$ cat config.mk
export PLATFORM = sky130hd
export DESIGN_NAME = ifu_queue
export DESIGN_NICKNAME = d
export VERILOG_FILES = /design/src/rtl/ifu_queue.sv
export SDC_FILE = /design/constraint.sdc
export NUM_CORES = 1
export LEC_CHECK = 0
export CAP_MARGIN = 40
export CORE_AREA = 10 10 290 292
export CTS_CLUSTER_SIZE = 24
export DETAILED_ROUTE_END_ITERATION = 8
export DIE_AREA = 0 0 300 302
export RECOVER_POWER = 100
export SLEW_MARGIN = 20
export SYNTH_ARGS = -nofsm -noshare
export SYNTH_HDL_FRONTEND = slang
export SYNTH_SLANG_ARGS = --single-unit
$ cat constraint.sdc
create_clock -name clk -period 7.85 [get_ports clk]
set_input_delay 0.785 -clock clk [delete_from_list [all_inputs] [get_ports clk]]
set_output_delay 0.785 -clock clk [all_outputs]
set_load 0.01 [all_outputs]
$ cat src/rtl/ifu_queue.sv
// Superscalar instruction fetch queue: up to WR_NUM words in and RD_NUM oldest words out per cycle.
// Pointers carry one extra wrap bit so full and empty stay distinct at equal indices.
module ifu_queue #(
  parameter int DATA_LEN   = 32,
  parameter int AddR_Width = 4,
  parameter int WR_NUM     = 2,
  parameter int RD_NUM     = 2
) (
  input  logic                         clk,
  input  logic                         rst,
  input  logic                         flush,
  input  logic [WR_NUM-1:0]            wvalid,
  input  logic [WR_NUM*DATA_LEN-1:0]   wdata,
  output logic                         wready,
  output logic [RD_NUM-1:0]            rvalid,
  output logic [RD_NUM*DATA_LEN-1:0]   rdata,
  input  logic [RD_NUM-1:0]            rready,
  output logic [AddR_Width:0]          count,
  output logic                         full,
  output logic                         empty
);

  localparam int Word_Depth = 2 ** AddR_Width;
  localparam int PW         = AddR_Width + 1;

  logic [DATA_LEN-1:0]   mem_reg [Word_Depth];
  logic [PW-1:0]         wr_ptr_reg, wr_ptr_next;
  logic [PW-1:0]         rd_ptr_reg, rd_ptr_next;
  logic [PW-1:0]         free_slots;
  logic [PW-1:0]         n_w, n_r;
  logic [WR_NUM-1:0]     w_en;
  logic [RD_NUM-1:0]     r_take;
  logic [AddR_Width-1:0] wr_idx [WR_NUM];
  logic [AddR_Width-1:0] rd_idx [RD_NUM];

  assign count      = wr_ptr_reg - rd_ptr_reg;
  assign full       = (count == PW'(Word_Depth));
  assign empty      = (count == '0);
  assign free_slots = PW'(Word_Depth) - count;
  // Backpressure looks at current occupancy only; a same-cycle read never frees room early.
  assign wready     = (free_slots >= PW'(WR_NUM));

  // Only the unbroken run of requests starting at slot 0 is honoured.
  always_comb begin
    logic run;
    run  = 1'b1;
    w_en = '0;
    n_w  = '0;
    for (int i = 0; i < WR_NUM; i++) begin
      run     = run & wvalid[i];
      w_en[i] = run & wready;
      n_w     = n_w + PW'(w_en[i]);
    end
  end

  always_comb begin
    logic run;
    run    = 1'b1;
    r_take = '0;
    n_r    = '0;
    for (int i = 0; i < RD_NUM; i++) begin
      run       = run & rready[i] & rvalid[i];
      r_take[i] = run;
      n_r       = n_r + PW'(r_take[i]);
    end
  end

  generate
    for (genvar gi = 0; gi < WR_NUM; gi++) begin : g_wr_idx
      assign wr_idx[gi] = wr_ptr_reg[AddR_Width-1:0] + AddR_Width'(gi);
    end
    for (genvar gi = 0; gi < RD_NUM; gi++) begin : g_rd_slot
      assign rd_idx[gi]                          = rd_ptr_reg[AddR_Width-1:0] + AddR_Width'(gi);
      assign rvalid[gi]                          = (count > PW'(gi));
      assign rdata[gi*DATA_LEN +: DATA_LEN]      = mem_reg[rd_idx[gi]];
    end
  endgenerate

  always_comb begin
    wr_ptr_next = wr_ptr_reg + n_w;
    rd_ptr_next = rd_ptr_reg + n_r;
    if (flush) begin
      wr_ptr_next = rd_ptr_reg;
      rd_ptr_next = rd_ptr_reg;
    end
  end

  always_ff @(posedge clk) begin
    if (rst) begin
      wr_ptr_reg <= '0;
      rd_ptr_reg <= '0;
    end else begin
      wr_ptr_reg <= wr_ptr_next;
      rd_ptr_reg <= rd_ptr_next;
    end
  end

  // Storage is never cleared; the pointers alone decide what is live.
  always_ff @(posedge clk) begin
    if (!rst && !flush) begin
      for (int i = 0; i < WR_NUM; i++) begin
        if (w_en[i]) begin
          mem_reg[wr_idx[i]] <= wdata[i*DATA_LEN +: DATA_LEN];
        end
      end
    end
  end

endmodule

# Word level (Yosys, flattened, before mapping)
# Memories as Yosys holds them, arrays and structs flattened. A register that Yosys moved wholly into a read port is not among the register bits.
# Cells that the tools add are included.
# Widths: inputs -> output; s select.
dict set report word_totals {
  reg_bits 10
  ramBits 512
  input_bits 71
  out_inout_bits 74
  word_cells 34
  n_memories 1
}
dict set report op_classes {
  n_addsub 8
  order_cmp 3
  n_eq_ne 1
  n_mux 9
  bitwise 6
  n_reduce_logical 4
}
# name depth word_bits read_ports rd_ports_with_merged_regs wr line
set mem_list {}
lappend mem_list {mem_reg 16 32 2 1 2 26} ;# logic [DATA_LEN-1:0] mem_reg [Word_Depth];
# operator n
set ops {}
lappend ops {{$add 5x2->5} 2}
lappend ops {{$gt 5x1->1 const B} 2}
lappend ops {{$add 4x1->4 const B} 2}
lappend ops {{$mux 4} 2}
lappend ops {{$and 1x1->1} 6}
lappend ops {{$mux 1} 6}
lappend ops {{$eq 5x5->1 const B} 1}
lappend ops {{$ge 5x2->1 const B} 1}
lappend ops {{$logic_not 5->1} 1}
lappend ops {{$mux 5} 1}
lappend ops {{$sub 5x5->5} 1}
lappend ops {{$sub 5x5->5 const A} 1}
lappend ops {{$add 1x1->2} 2}
lappend ops {{$logic_not 1->1} 2}
lappend ops {{$logic_and 1x1->1} 1}

# Depth between registers and ports, before layout
dict set report logic_depth {
  word_depth 9
  ltp_mapped 23
  depth_no_buf 20
}

# Least setup slack after synthesis
# OpenSTA, ideal clock, no wires.
dict set report synth_timing {
  kind {reg-to-reg}
  startpoint {reg wr_ptr_reg[0]}
  endpoint {mem mem_reg[1][0], enable pin}
  setup_time_ps 513
  t_arrival_ps 6498
  required_ps 7337
  setup_slack_ps 839
  stages_incl_launch_ff 16
  path_buffers 3
  period_less_slack_ps 7011
  cell_sequence {dfxtp_1 -> clkbuf_1 -> inv_1 -> ha_1 -> fa_1 -> xnor2_1 -> nor2_1 -> and2_1 -> ha_1 -> nor4b_2 -> o21a_1 -> buf_6 -> inv_4 -> buf_8 -> nand2_1 -> nor4b_1}
}
# element line
set synth_rtl {}
lappend synth_rtl {{from (decl)} 27} ;# logic [PW-1:0] wr_ptr_reg, wr_ptr_next;
lappend synth_rtl {{from (signal assigned)} 93} ;# wr_ptr_reg <= wr_ptr_next;
lappend synth_rtl {{to (decl)} 26}

==> flow_metrics.py <==
metrics = {
    "logic_synthesis": {
        "synthArstFlopShare_pct": 0,
        "synth.area.mux_share_pct": 43.1,
        "avgSynthCellArea_um2": 18.2,
        "synth_cells": 1701,
        "synth_compound_area_share_pct": 0.359,
        "synth.most_common_cell": "edfxtp_1",
        "yosysWarnings": 0,
        "ys.flop_type": "edfxtp_1",
        "ys_ff_latch": 526,
        "post-synth-top-area-cell": "edfxtp_1",
        "synthXorXnorAreaFrac_pct": 0.367,
        "synth_top_family_by_area": "multiplexers",
        "yosys.area_share.simple_pct": 1.85,
        "synth.area.top_cells": "edfxtp_1 (50%), mux4_2 (23%), mux2_2 (13%)",
        "synth-adder-area-share_pct": 0.677,
        "syn-num-nets": 1787,
        "synthTopCellsByCount": "edfxtp_1 (512), mux2_2 (363), mux4_2 (320)",
        "synth-seq-area-share_pct": 50.4,
        "syn-cell-area_um2": 31000,
        "synth_edf_count": 512,
        "synth_top_area_share_pct": 49.5,
        "synth_cell_types": 43,
    },
    "timing": {
        "fin_crit_sh_pct": 81.7,
        "tightest_slew_ps": 3200,
        "timing.setup.tns_ps": 0,
        "hold_violations": 0,
        "fmax_ghz": 0.156,
        "slew_viol_final": 251,
        "rsz0062_at_grt": "false",
        "finalClockSkew_ps": 24.7,
        "min_period_ps": 6410,
        "setup_viol": 0,
        "maxSlewHeadroom_pct": -113,
    },
    "run_status": {
        "violations": "capacitance limit, slew limit",
        "status": "finished with violations",
    },
    "setup_path": {
        "crit_arrival_ps": 6780,
        "critPathKind": "register to register",
        "crit_path_start_kind": "register",
        "crit_fanout": 21,
        "cp.required_ps": 8220,
        "cp-end-kind": "register",
    },
    "finish": {
        "fin_area_um2": 35000,
        "largest_register_ffs": 512,
        "syn2layout_area_growth_pct": 12.6,
        "final_cells": 2885,
        "fin_nets": 1872,
        "drive_gt1_share_pct": 44.9,
    },
    "floorplanning": {
        "ioPinCount": 145,
        "die_w_um": 300,
        "initial_core_util_pct": 39.6,
        "die_h_um": 302,
        "rows": 103,
        "dieArea_um2": 90600,
        "core_area_um2": 78400,
    },
    "route": {
        "drtIter0Drc": 1669,
        "wl_per_cell_um": 33.3,
        "vias": 17917,
        "totalWireLength_um": 96000,
        "drt-vias-per-instance": 6.21,
        "drc": 0,
        "ant_nets": 0,
        "first_pass_iters": 5,
    },
    "power_and_ir_drop": {
        "p_leak_uw": 0.0108,
        "powerDensity_nw_per_um2": 218,
        "irDropWorstVdd_mv": 0.208,
    },
    "clock_network": {
        "path_clk_slew_ps": 60,
        "cts_setup_buffers": 0,
        "cts_tree": "done",
        "cts_sinks": 526,
        "cts_root_buffer": "clkbuf_16",
        "clockBufferDepth": 3,
        "cts_resized": 0,
        "clock_latency_ps": 650,
        "postCtsHoldBufs": 0,
        "cts_buffers": 60,
        "h-tree-depth": 2,
    },
    "placement": {
        "placed_cell_area_um2": 33800,
        "io_buffers": 144,
        "dp_cells": 2771,
        "dp_hpwl_um": 57700,
        "routabilityCongestion": 0.784,
    },
    "hold_path": {
        "hold_class": "register to register",
    },
    "grt": {
        "antenna_found_initial": 3,
        "grt_pass1_vias": 18749,
        "grt_max_degree": 78,
        "grt_pass1_wl_um": 138000,
        "grt_usage_pct": 20.8,
        "overflow": 0,
    },
    "job": {
        "cap_violations": 12,
    },
}
==> worst max-delay path: stages, from the launching register on <==
cell      delay [ps]
dfxtp_1         1250
ha_1             360
fa_1             510
ha_1             250
and2_0           170
ha_1             280
nor4b_1          150
o21a_1           160
clkbuf_1         180
nor3_1          1090
clkbuf_1        1290
mux2_2           440
==> layer usage <==
layer	routed length [um]	up-vias	track usage [%]
li1	-	7297	-
met1	40100	9771	28.2
met2	47600	713	34.9
met3	6280	132	3.49
met4	1930	4	4.35
met5	25	-	0
==> final timing paths <==
path | from | slack (ps) | cells past startpoint | endpoint
setup / recovery | rd_ptr_reg[0]$_SDFFE_PP0N_ | 1440 | 11 | mem_reg[8][10]$_DFFE_PP_
hold / removal | rd_ptr_reg[3]$_SDFFE_PP0N_ | 570 | 2 | register
setup reg to reg | rd_ptr_reg[0]$_SDFFE_PP0N_ | 1440 | 11 | mem_reg[8][10]$_DFFE_PP_
hold reg to reg | rd_ptr_reg[3]$_SDFFE_PP0N_ | 570 | 2 | register
==> report_power, final <==
part	internal, uW	switching, uW	leakage, uW
clock	1610	1190	0.000943
sequential	3120	56.2	0.00472
combinational	861	773	0.00512
==> placed cells by master, fill, tap and decap left out, types with 4 or more instances in the layout <==
cell	Yosys	layout
dlygate4sd3_1	0	57
nor4_1	4	5
clkinv_2	0	12
clkbuf_1	116	37
buf_4	6	23
buf_12	0	8
mux4_2	320	320
xor2_1	6	6
buf_16	0	6
inv_1	14	14
a21oi_1	11	11
mux2_2	363	359
clkinv_1	0	17
edfxtp_1	512	512
nor3_1	5	9
ha_1	12	12
dfxtp_1	14	11
nor2_1	26	23
nand2_1	13	13
clkbuf_2	0	6
mux2_4	110	7
nand3_1	12	14
mux2_1	39	146
xnor2_1	7	5
nand2b_1	4	4
clkdlybuf4s50_1	0	87
bufinv_16	0	6
clkbuf_16	0	61
==> final cells by class <==
class / count / area, um^2
Fill cell: 6971 / 43400
Sequential cell: 526 / 15700
Multi-Input combinational cell: 969 / 13900
Timing Repair Buffer: 214 / 2070
Clock buffer: 72 / 1570
Tap cell: 1050 / 1310
Clock inverter: 38 / 352
Inverter: 15 / 57.6
Antenna cell: 1 / 2.50
==> metrics by stage <==
step	hold WS [ps]	util [%]	setup WS (ps)	total power, uW
6_report	573	44.6	1440	7610
5_1_grt	619	44.6	1160	7870
3_3_place_gp	537	42.7	2410	4930
2_1_floorplan	519	-	839	4320
3_5_place_dp	550	43.2	2700	4960
4_1_cts	569	45.6	2350	7760
==> logic make-up (layout without fill, tap and decap cells) <==
kind of cell | after synthesis | count (layout)
muxes | 832 | 832
buffers and inverters | 206 | 339
AOI/OAI and AO/OA | 19 | 19
and+or+nand+nor | 90 | 90
DFF | 526 | 526
xor gates and xnor gates | 13 | 13
adders and majority gates | 15 | 15
other | 0 | 1
Note: power is estimated with default switching activity, not from simulation.
